`src/rtl/cbx_param_cfg_if.sv`:
```
`default_nettype none
// ============================================================================
//  Module   : cbx_param_cfg_if
//  Purpose  : Bundles the configuration-chain and routing-channel signals of
//             one X-direction connection block.
//  Ports    : master - drives ccff_en/ccff_head/ccff_commit and the incoming
//                      channel tracks, observes all block outputs.
//             slave  - the connection block itself.
//  Revision : 1.0  initial release
// ============================================================================
interface cbx_param_cfg_if #(
    parameter int CHAN_W   = 9,
    parameter int NUM_IPIN = 6
);
    logic                ccff_en;
    logic                ccff_head;
    logic                ccff_commit;
    logic [CHAN_W-1:0]   chanx_left_in;
    logic [CHAN_W-1:0]   chanx_right_in;
    logic [CHAN_W-1:0]   chanx_left_out;
    logic [CHAN_W-1:0]   chanx_right_out;
    logic [NUM_IPIN-1:0] ipin_out;
    logic                ccff_tail;
    logic                cfg_loaded;
    logic                cfg_err;

    modport master (
        output ccff_en, ccff_head, ccff_commit, chanx_left_in, chanx_right_in,
        input  chanx_left_out, chanx_right_out, ipin_out, ccff_tail,
               cfg_loaded, cfg_err
    );

    modport slave (
        input  ccff_en, ccff_head, ccff_commit, chanx_left_in, chanx_right_in,
        output chanx_left_out, chanx_right_out, ipin_out, ccff_tail,
               cfg_loaded, cfg_err
    );
endinterface
`default_nettype wire

```
`src/rtl/cbx_param_cfg.sv`:
```
`default_nettype none
// ============================================================================
//  Module   : cbx_param_cfg
//  Purpose  : Parametrised X-direction connection block. Channel tracks pass
//             straight through left<->right; each grid input pin is driven by
//             a MUX_SIZE:1 tap mux. Configuration shifts into a shadow chain
//             and is copied to the live configuration only on a commit that
//             follows exactly CHAIN_LEN shifts.
//  Ports    : prog_clk - only clock, rising edge
//             pReset   - synchronous active-high reset
//             bus      - cbx_param_cfg_if.slave (config chain, channels,
//                        ipin_out, ccff_tail, cfg_loaded, cfg_err)
//  Revision : 1.0  initial release
// ============================================================================
module cbx_param_cfg #(
    parameter int CHAN_W   = 9,
    parameter int NUM_IPIN = 6,
    parameter int MUX_SIZE = 6,   // even, >= 2
    parameter int STRIDE   = 4
) (
    input  logic           prog_clk,
    input  logic           pReset,
    cbx_param_cfg_if.slave bus
);
    localparam int c_sel_w     = (MUX_SIZE > 1) ? $clog2(MUX_SIZE) : 1;
    localparam int c_chain_len = NUM_IPIN * c_sel_w;
    localparam int c_cnt_w     = $clog2(c_chain_len + 2);
    localparam int c_tap_n     = 1 << c_sel_w;

    localparam logic [c_cnt_w-1:0] c_cnt_full = c_cnt_w'(c_chain_len);
    localparam logic [c_cnt_w-1:0] c_cnt_one  = c_cnt_w'(1);

    // Load-progress state: IDLE (cnt=0), SHIFTING (0<cnt<=CHAIN_LEN),
    // OVERRUN (cnt saturated at CHAIN_LEN+1).
    localparam logic [1:0] c_st_idle     = 2'd0;
    localparam logic [1:0] c_st_shifting = 2'd1;
    localparam logic [1:0] c_st_overrun  = 2'd2;

    logic [c_chain_len-1:0] r_shadow;
    logic [c_chain_len-1:0] r_active;
    logic [c_cnt_w-1:0]     r_cnt;
    logic [1:0]             r_state;
    logic                   r_loaded;
    logic                   r_err;

    wire  [c_chain_len:0]   w_shadow_next;
    wire  [NUM_IPIN-1:0]    w_ipin;

    // Prepend the new head bit; the top bit falls off the chain.
    assign w_shadow_next = {r_shadow, bus.ccff_head};

    // ------------------------------------------------------------------------
    // Shadow chain, shift counter and commit handling. Commit outranks shift,
    // reset outranks both.
    // ------------------------------------------------------------------------
    always_ff @(posedge prog_clk) begin
        if (pReset) begin
            r_shadow <= '0;
            r_active <= '0;
            r_cnt    <= '0;
            r_state  <= c_st_idle;
            r_loaded <= 1'b0;
            r_err    <= 1'b0;
        end else if (bus.ccff_commit) begin
            r_cnt   <= '0;
            r_state <= c_st_idle;
            if (r_cnt == c_cnt_full) begin
                r_active <= r_shadow;
                r_loaded <= 1'b1;
                r_err    <= 1'b0;
            end else begin
                r_err    <= 1'b1;
            end
        end else if (bus.ccff_en) begin
            r_shadow <= w_shadow_next[c_chain_len-1:0];
            // Counter sticks at CHAIN_LEN+1 so any over-long load is rejected.
            if (r_state != c_st_overrun) begin
                r_cnt   <= r_cnt + c_cnt_one;
                r_state <= (r_cnt == c_cnt_full) ? c_st_overrun : c_st_shifting;
            end
        end
    end

    // ------------------------------------------------------------------------
    // Tap muxes. The tap vector is padded to a power of two with zeros so an
    // out-of-range select reads a constant 0 instead of an undefined bit.
    // ------------------------------------------------------------------------
    for (genvar i = 0; i < NUM_IPIN; i++) begin : g_ipin
        wire [c_tap_n-1:0] w_taps;
        wire [c_sel_w-1:0] w_sel;

        assign w_sel = r_active[i*c_sel_w +: c_sel_w];

        for (genvar j = 0; j < c_tap_n; j++) begin : g_tap
            if (j < MUX_SIZE) begin : g_live
                localparam int c_t = (i + (j / 2) * STRIDE) % CHAN_W;
                if ((j % 2) == 0) begin : g_left
                    assign w_taps[j] = bus.chanx_left_in[c_t];
                end else begin : g_right
                    assign w_taps[j] = bus.chanx_right_in[c_t];
                end
            end else begin : g_pad
                assign w_taps[j] = 1'b0;
            end
        end

        assign w_ipin[i] = r_loaded & w_taps[w_sel];
    end

    // Feedthrough shorts are pure wires, independent of reset and config.
    assign bus.chanx_left_out  = bus.chanx_right_in;
    assign bus.chanx_right_out = bus.chanx_left_in;

    assign bus.ipin_out   = w_ipin;
    assign bus.ccff_tail  = r_shadow[c_chain_len-1];
    assign bus.cfg_loaded = r_loaded;
    assign bus.cfg_err    = r_err;

endmodule
`default_nettype wire

```
`src/flat_wrapper.sv`:
```
// flat-port wrapper written by rule: the top's interface ports become plain ports
module cbx_param_cfg_flat 
#(
    parameter int CHAN_W   = 9,
    parameter int NUM_IPIN = 6,
    parameter int MUX_SIZE = 6,                
    parameter int STRIDE   = 4
)
  (prog_clk, pReset, bus_ccff_en, bus_ccff_head, bus_ccff_commit, bus_chanx_left_in, bus_chanx_right_in, bus_chanx_left_out, bus_chanx_right_out, bus_ipin_out, bus_ccff_tail, bus_cfg_loaded, bus_cfg_err);
  cbx_param_cfg_if #(.CHAN_W(CHAN_W), .NUM_IPIN(NUM_IPIN)) bus_i ();
  input  logic prog_clk;
  input  logic pReset;
  input wire logic [$bits(bus_i.ccff_en)-1:0] bus_ccff_en;
  input wire logic [$bits(bus_i.ccff_head)-1:0] bus_ccff_head;
  input wire logic [$bits(bus_i.ccff_commit)-1:0] bus_ccff_commit;
  input wire logic [$bits(bus_i.chanx_left_in)-1:0] bus_chanx_left_in;
  input wire logic [$bits(bus_i.chanx_right_in)-1:0] bus_chanx_right_in;
  output wire logic [$bits(bus_i.chanx_left_out)-1:0] bus_chanx_left_out;
  output wire logic [$bits(bus_i.chanx_right_out)-1:0] bus_chanx_right_out;
  output wire logic [$bits(bus_i.ipin_out)-1:0] bus_ipin_out;
  output wire logic [$bits(bus_i.ccff_tail)-1:0] bus_ccff_tail;
  output wire logic [$bits(bus_i.cfg_loaded)-1:0] bus_cfg_loaded;
  output wire logic [$bits(bus_i.cfg_err)-1:0] bus_cfg_err;
  assign bus_i.ccff_en = bus_ccff_en;
  assign bus_i.ccff_head = bus_ccff_head;
  assign bus_i.ccff_commit = bus_ccff_commit;
  assign bus_i.chanx_left_in = bus_chanx_left_in;
  assign bus_i.chanx_right_in = bus_chanx_right_in;
  assign bus_chanx_left_out = bus_i.chanx_left_out;
  assign bus_chanx_right_out = bus_i.chanx_right_out;
  assign bus_ipin_out = bus_i.ipin_out;
  assign bus_ccff_tail = bus_i.ccff_tail;
  assign bus_cfg_loaded = bus_i.cfg_loaded;
  assign bus_cfg_err = bus_i.cfg_err;
  cbx_param_cfg #(.CHAN_W(CHAN_W), .NUM_IPIN(NUM_IPIN), .MUX_SIZE(MUX_SIZE), .STRIDE(STRIDE)) u_core (.prog_clk(prog_clk), .pReset(pReset), .bus(bus_i));
endmodule
```
`config.mk`:
```
export PLATFORM = sky130hd
export DESIGN_NAME = cbx_param_cfg_flat
export DESIGN_NICKNAME = d
export VERILOG_FILES = /design/src/rtl/cbx_param_cfg_if.sv /design/src/rtl/cbx_param_cfg.sv /design/src/flat_wrapper.sv
export SDC_FILE = /design/constraint.sdc
export NUM_CORES = 1
export LEC_CHECK = 0
export ABC_AREA = 1
export CORE_UTILIZATION = 54
export DETAILED_ROUTE_END_ITERATION = 6
export HOLD_SLACK_MARGIN = 0.1
export PLACE_DENSITY = 0.85
export SLEW_MARGIN = 20
export SYNTH_ARGS = -nofsm -noshare
export SYNTH_HDL_FRONTEND = slang
export SYNTH_SLANG_ARGS = --single-unit
```
`constraint.sdc`:
```
create_clock -name prog_clk -period 3.15 [get_ports prog_clk]
set_input_delay 0.945 -clock prog_clk [delete_from_list [all_inputs] [get_ports prog_clk]]
set_output_delay 0.945 -clock prog_clk [all_outputs]
set_load 0.02 [all_outputs]
```
# Yosys cells after proc, flatten, opt, wreduce, memory -nomap -nowiden
# Cells that the tools add are included.
[classes]
add_sub_neg = 1
mul = 0
div = 0
order_cmp = 6
eq_ne = 2
n_shift = 0
mux = 14
bitwise_logic = 7
n_reduce_logical = 4
[op_table]
columns = ["operator", "count"]
rows = [
  ["< comparator 3 x 4 -> 1 bit (second input constant)", 6],
  ["binary-select mux 1 bit (select 3 bit)", 6],
  ["2-to-1 mux 1 bit", 7],
  ["bitwise AND 1 bit", 6],
  ["AND reduction 2 bit", 3],
  ["adder 5 x 1 -> 5 bit (second input constant)", 1],
  ["equality test 5 bit (second input constant)", 1],
  ["2-to-1 mux 2 bit", 1],
  ["inequality test 2 bit (second input constant)", 1],
  ["OR reduction 2 bit", 1],
  ["NOT 1 bit", 1],
]
[word_totals]
regBits = 45
latch_bits = 0
ram_bits = 0
mem_bits_ro = 0
input_bits = 23
output_inout_bits = 27
word_cells = 40
memories = 0

# Longest topological paths before layout
# Gate-level depths: netlist of run 1.
[depth]
depth_word = 3
ltp_mapped = 10
ltp_nobuf = 9

# Least setup slack after synthesis of run 1
# OpenSTA, ideal clock, no wires.
[synth_timing]
path_kind = "input -> output"
startpoint = "input port bus_chanx_left_in[0]"
endpoint = "output port bus_ipin_out[1]"
arrival_ps = 1560
required_time_ps = 2205
setup_slack_ps = 645
stages = 4
cell_sequence = "inv_1 o21ai_0 nand3_1 a21oi_1"
[synth_between]
elab_chain_cells = 3
[synth_rtl]
columns = ["element", "line_no", "source"]
rows = [
  ["start: declaration", "flat_wrapper.sv:16", "input wire logic [$bits(bus_i.chanx_left_in)-1:0] bus_chanx_left_in;"],
  ["binary-select mux 1 bit (select 3 bit)", "cbx_param_cfg.sv:107", "assign w_ipin[i] = r_loaded & w_taps[w_sel];"],
  ["2-to-1 mux 1 bit (not written as such)", "cbx_param_cfg.sv:107", ""],
  ["bitwise AND 1 bit", "cbx_param_cfg.sv:107", ""],
  ["end: declaration", "flat_wrapper.sv:20", "output wire logic [$bits(bus_i.ipin_out)-1:0] bus_ipin_out;"],
]
# Every way passes these cells. The select of a mux whose other input is x is not followed.

# Final worst setup path of run 1
[layout_timing]
startpoint = "input port bus_chanx_right_in[2]"
endpoint = "output port bus_chanx_left_out[2]"
[layout_lines]
columns = ["element", "line_no", "source"]
rows = [
  ["start: declaration", "flat_wrapper.sv:17", "input wire logic [$bits(bus_i.chanx_right_in)-1:0] bus_chanx_right_in;"],
  ["end: declaration", "flat_wrapper.sv:18", "output wire logic [$bits(bus_i.chanx_left_out)-1:0] bus_chanx_left_out;"],
]
# No word-level cell between the ends.

==> results.cfg, run 1 <==
[run_status]
status = finished, final reports clean

[clock_network]
cts.path.max_buffers = 2
clock_sinks = 45
cts_hold_repair.buffers = 0
clkTransAtPathRegs_ns = 0.08
cts_buffers = 5
root_buffer = clkbuf_8
postCtsSetupRepairBufs = 0
worstSkewPairLatency_ns = 0.29
cts_max_level = 2
cts_tree = built

[cells_and_area]
design_area_sq_um = 2700
seq_area_sq_um = 901
multi_input_area_sq_um = 952
nNetsFinal = 389
diodes = 0
areaGrowthSynthToFinish_pct = 19.5
layout-drive-gt1-share = 0.0767
finalNonFillerCells = 415
n_fill_cell = 367

[sta]
setup_viol = 0
max_freq_mhz = 330
hold_viol = 0
setup_ws_ns = 0.117
fin_skew_ns = 0.00465
relSlewSlack = 0.732
fin_crit_sh = 0.963
period_needed_ns = 3.03
rsz0062_at_grt = false
tightest_slew_ns = 0.401
slew_violations = 0
whs_ns = 0.455

[global_route]
grt_overflow = 0
grt_pass1_vias = 1668
antenna_found_initial = 0
grtUsageTotal = 0.213
grt_max_degree = 37
grt_pass1_wl_mm = 7.19

[hold_path]
min_path_type = reg2reg

[logic_synthesis]
synth_top_family_by_area = simple AND/OR/NAND/NOR gates
synth_area_leaders = dfxtp_1 40%, nand2_1 9.3%, o21ai_0 9.1%
synthMuxAreaShare = 0
synth_nets = 358
yosysWarnings = 0
synth_area_sq_um = 2260
synth-edff-count = 0
ys_types = 20
synth-adder-area-share = 0.0111
ys_seq_area_frac = 0.399
synthArstFlopShare = 0
synth_compound_area_frac = 0.160
yosys.area.top_type_share = 0.399
synth-simple-area-share = 0.251
synth_common_cells = 56 x nand2_1, 53 x inv_1, 48 x nor2_1
ys_seq_elements = 45
synth_xor_area_frac = 0
ys.flop_type = dfxtp_1
syn_inst = 333
synth.most_common_cell = nand2_1
postSynthAreaPerCell_sq_um = 6.77
synth_area_leader_cell = dfxtp_1

[pwr]
leakage_nw = 1.22
powerDensity_nw_per_um2 = 413
vdd_ir_drop_max_mv = 0.302

[worst_setup_path]
critPathKind = in2out
start_kind = input port
arrival_ns = 2.09
path_max_fanout = 3
cp_common_cell = clkdlybuf4s50_1
crit_slowest_cell = clkdlybuf4s50_1
crit_family = buffers and inverters
required_ns = 2.20
crit_buf_inv = 2
cp-end-kind = output port
path_cells = clkdlybuf4s50_1 > clkdlybuf4s50_1
slowest_delay_ns = 0.62

[placement]
gp_congestion = 0.804
hpwlAfterDp_mm = 3.22
dp.cells = 407
post-place-ws_ns = -0.319
place_area_sq_um = 2620
io_buffers = 49

[drt]
routed_via_density = 4.94
drc = 0
via_count = 2050
dr.pass1.iters = 4
antenna_left = 0
wirelength_mm = 4.50
drt_iter0_drc = 94
wl_per_cell_um = 10.8

[floorplan]
die_area_sq_um = 4440
dieHeight_um = 66.6
row_count = 23
design.core.area_sq_um = 4000
start_util = 0.564
die_x_um = 66.6
io_pins = 50

[flow_run]
maxCapViolCount = 0
[timing repair]
action                                  CTS  global route
gates resized for setup                  14             9
endpoints found under the setup margin    6             6
pin swaps                                 0             0
[cells by family after synthesis]
logic type / count (synthesis)
buffers and inverters: 82
flip-flops: 45
AND/OR/NAND/NOR: 134
AO/OA/AOI/OAI: 70
adder cells (fa/ha/maj): 2
[layer usage]
metal  GRT usage  wire, um  vias to the layer above
met2       0.356      2070                       63
met5           0         0                        -
li1            -         -                     1082
met3      0.0462       286                        5
met4      0.0957        61                        0
met1       0.258      2080                      900
[report_power, final]
| group | switching (mW) | internal [mW] |
|---|---|---|
| sequential | 0.0113 | 0.586 |
| combinational | 0.0717 | 0.0670 |
| clock | 0.180 | 0.198 |
[cell type report]
| cell class | instances | share of cell area |
|---|---|---|
| clock buffer | 7 | 0.0357 |
| clock inverter | 1 | 0.00186 |
| inverter | 56 | 0.0780 |
| multi-input combinational | 206 | 0.353 |
| sequential | 45 | 0.334 |
| tap | 50 | 0.0232 |
| timing repair buffer | 50 | 0.174 |
[metrics by stage]
step                setup TNS (ns)  utilization  total power, mW
global route                     0        0.674             1.17
CTS                              0        0.682             1.12
floorplan                        0            -            0.695
global placement             -1.71        0.656            0.746
finish                           0        0.674             1.11
detailed placement           -1.77        0.656            0.748
[worst paths after layout]
kind / cells past startpoint / slack, ns / from / end
setup / recovery: 2 / 0.12 / bus_chanx_right_in[2] / bus_chanx_left_out[2]
hold / removal: 2 / 0.46 / u_core.r_state[0]$_SDFFE_PP0P_ / u_core.r_state[0]$_SDFFE_PP0P_
setup reg to reg: 9 / 1.60 / u_core.r_cnt[0]$_SDFFE_PP0P_ / u_core.r_active[5]$_SDFFE_PP0P_
hold reg to reg: 2 / 0.46 / u_core.r_state[0]$_SDFFE_PP0P_ / u_core.r_state[0]$_SDFFE_PP0P_
[cell usage in the layout, fill, tap and decap left out]
cell	count
clkbuf_8	7
o211ai_2	1
o21ai_0	40
o21ai_1	4
ha_1	2
a21oi_2	1
nand2_2	2
dfxtp_1	45
buf_4	1
nor2_8	1
clkdlybuf4s50_1	43
clkbuf_2	2
nand2_1	56
clkinv_2	1
a21oi_1	24
nor2_2	5
nand4_1	1
nor2_1	48
inv_1	53
nand3_1	21
inv_2	3
buf_2	4
[state kept, by name (all words and copies together), names as in the netlist]
signal and count:
u_core.r_active 18, u_core.r_shadow 18, u_core.r_cnt 5, u_core.r_state 2, u_core.bus.cfg_err 1, u_core.bus.cfg_loaded 1
No activity file was read; power rests on OpenSTA's default activity.
==> inputs of run 2 (changes only) <==
--- a/config.mk
+++ b/config.mk
@@ -10,6 +10,7 @@
 export DETAILED_ROUTE_END_ITERATION = 6
 export HOLD_SLACK_MARGIN = 0.1
 export PLACE_DENSITY = 0.85
+export RECOVER_POWER = 50
 export SLEW_MARGIN = 20
 export SYNTH_ARGS = -nofsm -noshare
 export SYNTH_HDL_FRONTEND = slang
==> results.cfg, run 2 (synthesized netlist as in run 1, its figures left out) <==
[worst_setup_path]
path_max_fanout = 3
cp-end-kind = output port
slowest_delay_ns = 0.62
critPathKind = in2out
r2r_cells = 9
timing.rr.start = u_core.r_cnt[0]$_SDFFE_PP0P_
r2r_setup_slack_ns = 0.98
path_cells = clkdlybuf4s50_1 > clkdlybuf4s50_1
arrival_ns = 2.09
crit_family = buffers and inverters
cp_common_cell = clkdlybuf4s50_1
crit_buf_inv = 2
rr_endpoint = u_core.r_active[5]$_SDFFE_PP0P_
required_ns = 2.20
crit_slowest_cell = clkdlybuf4s50_1
start_kind = input port

[floorplan]
row_count = 23
die_area_sq_um = 4440
start_util = 0.564
die_x_um = 66.6
dieHeight_um = 66.6
design.core.area_sq_um = 4000
io_pins = 50

[sta]
setup_viol = 0
tightest_slew_ns = 0.702
relSlewSlack = 0.531
period_needed_ns = 3.03
setup_ws_ns = 0.117
rsz0062_at_grt = false
fin_crit_sh = 0.963
slew_violations = 0
fin_skew_ns = 0.00436
max_freq_mhz = 330
hold_viol = 0
fin_tns_setup_ns = 0

[placement]
gp_congestion = 0.804
hpwlAfterDp_mm = 3.22
post-place-ws_ns = -0.319
io_buffers = 49

[clock_network]
cts_tree = built
clkTransAtPathRegs_ns = 0.08
cts_max_level = 2
cts.path.max_buffers = 2
postCtsSetupRepairBufs = 0
clock_sinks = 45
root_buffer = clkbuf_8
worstSkewPairLatency_ns = 0.29
cts_hold_repair.buffers = 0
cts_buffers = 5
ctsResizeCount = 14

[drt]
antenna_left = 0
drt_iter0_drc = 104
via_count = 2052
routed_via_density = 4.94
wl_per_cell_um = 10.8
wirelength_mm = 4.50
drc = 0
dr.pass1.iters = 4

[pwr]
intPower_mw = 0.850
p_comb_frac = 0.123
powerDensity_nw_per_um2 = 416
power_mw = 1.11
vdd_ir_drop_max_mv = 0.303
pwr-share-seq = 0.537
clock_power_share = 0.340
p_sw_frac = 0.235
leakage_nw = 1.20
p_sw_mw = 0.261

[cells_and_area]
final_common_cell = nand2_1
nNetsFinal = 389
seq_area_sq_um = 901
diodes = 0
fin_util = 0.668
multi_input_area_sq_um = 931
areaGrowthSynthToFinish_pct = 18.5
final_cell_mix = 57 x nand2_1, 56 x inv_1, 48 x nor2_1
reg.largest.list = u_core.r_active: 18 flops, u_core.r_shadow: 18 flops, u_core.r_cnt: 5 flops
n_fill_cell = 372
layout-drive-gt1-share = 0.0630

[hold_path]
hold_depth = 2
worstHoldStart = u_core.r_state[0]$_SDFFE_PP0P_
min_path_type = reg2reg
hold_end = u_core.r_state[0]$_SDFFE_PP0P_

[global_route]
grt_pass1_wl_mm = 7.19
use_met1 = 0.258
grt_max_degree = 37
antenna_found_initial = 0
grtUsageMet3 = 0.0462
grtUsageTotal = 0.213
top_usage_layer = met2
grt_overflow = 0
grt_pass1_vias = 1668
globalRouteMet2Util = 0.356

[run_status]
status = finished, final reports clean

[flow_run]
maxCapViolCount = 0
## run 2: cell types whose count changed in the layout (fill, tap and decap cells not counted), sizes merged
| cell | before | now |
|---|---|---|
| dlygate4sd3 | 0 | 2 |
| clkdlybuf4s50 | 43 | 41 |
## run 2: tightest hold or removal path, cell delays in order (launching register included)
cell and delay (ns):
dfxtp_1 0.30, inv_1 0.06, a21oi_1 0.06
## run 2: how the worst max path moves through the flow
stage	startpoint	endpoint	slack [ns]	cells past startpoint
3_5_place_dp	bus_chanx_left_in[2]	bus_ipin_out[3]	-0.32	6
6_report	bus_chanx_right_in[2]	bus_chanx_left_out[2]	0.12	2
5_1_grt	bus_chanx_right_in[8]	bus_ipin_out[4]	0.0003	8
4_1_cts	bus_chanx_right_in[4]	bus_ipin_out[4]	0.005	8
2_1_floorplan	bus_chanx_left_in[0]	bus_ipin_out[1]	0.64	4
3_3_place_gp	bus_chanx_left_in[8]	bus_ipin_out[0]	-0.32	6
## run 2: metal layers
layer,part of all wire,vias up
met5,0,-
met4,0.014,0
met3,0.067,5
met2,0.45,68
met1,0.46,898
li1,-,1081
## run 2: final cells by class
class                           instances  share of cell area
Clock buffer                            7              0.0360
Clock inverter                          1             0.00187
Sequential cell                        45               0.337
Timing Repair Buffer                   50               0.175
Tap cell                               50              0.0234
Inverter                               56              0.0786
Multi-Input combinational cell        206               0.348
## run 2: power by group through the flow
stage / registers [mW] / clock network, mW / logic, mW
after global placement: 0.610 / 0 / 0.136
after CTS: 0.597 / 0.387 / 0.139
after floorplan: 0.610 / 0 / 0.0857
final: 0.597 / 0.378 / 0.136
after global routing: 0.599 / 0.419 / 0.151
after detailed placement: 0.610 / 0 / 0.139
## run 2: through the flow
step	hold WS (ns)	area (sq um)	cells
after floorplan	0.426	2260	333
after global placement	0.441	2620	407
after detailed placement	0.451	2620	407
after CTS	0.463	2730	415
after global routing	0.483	2670	415
final	0.455	2670	415
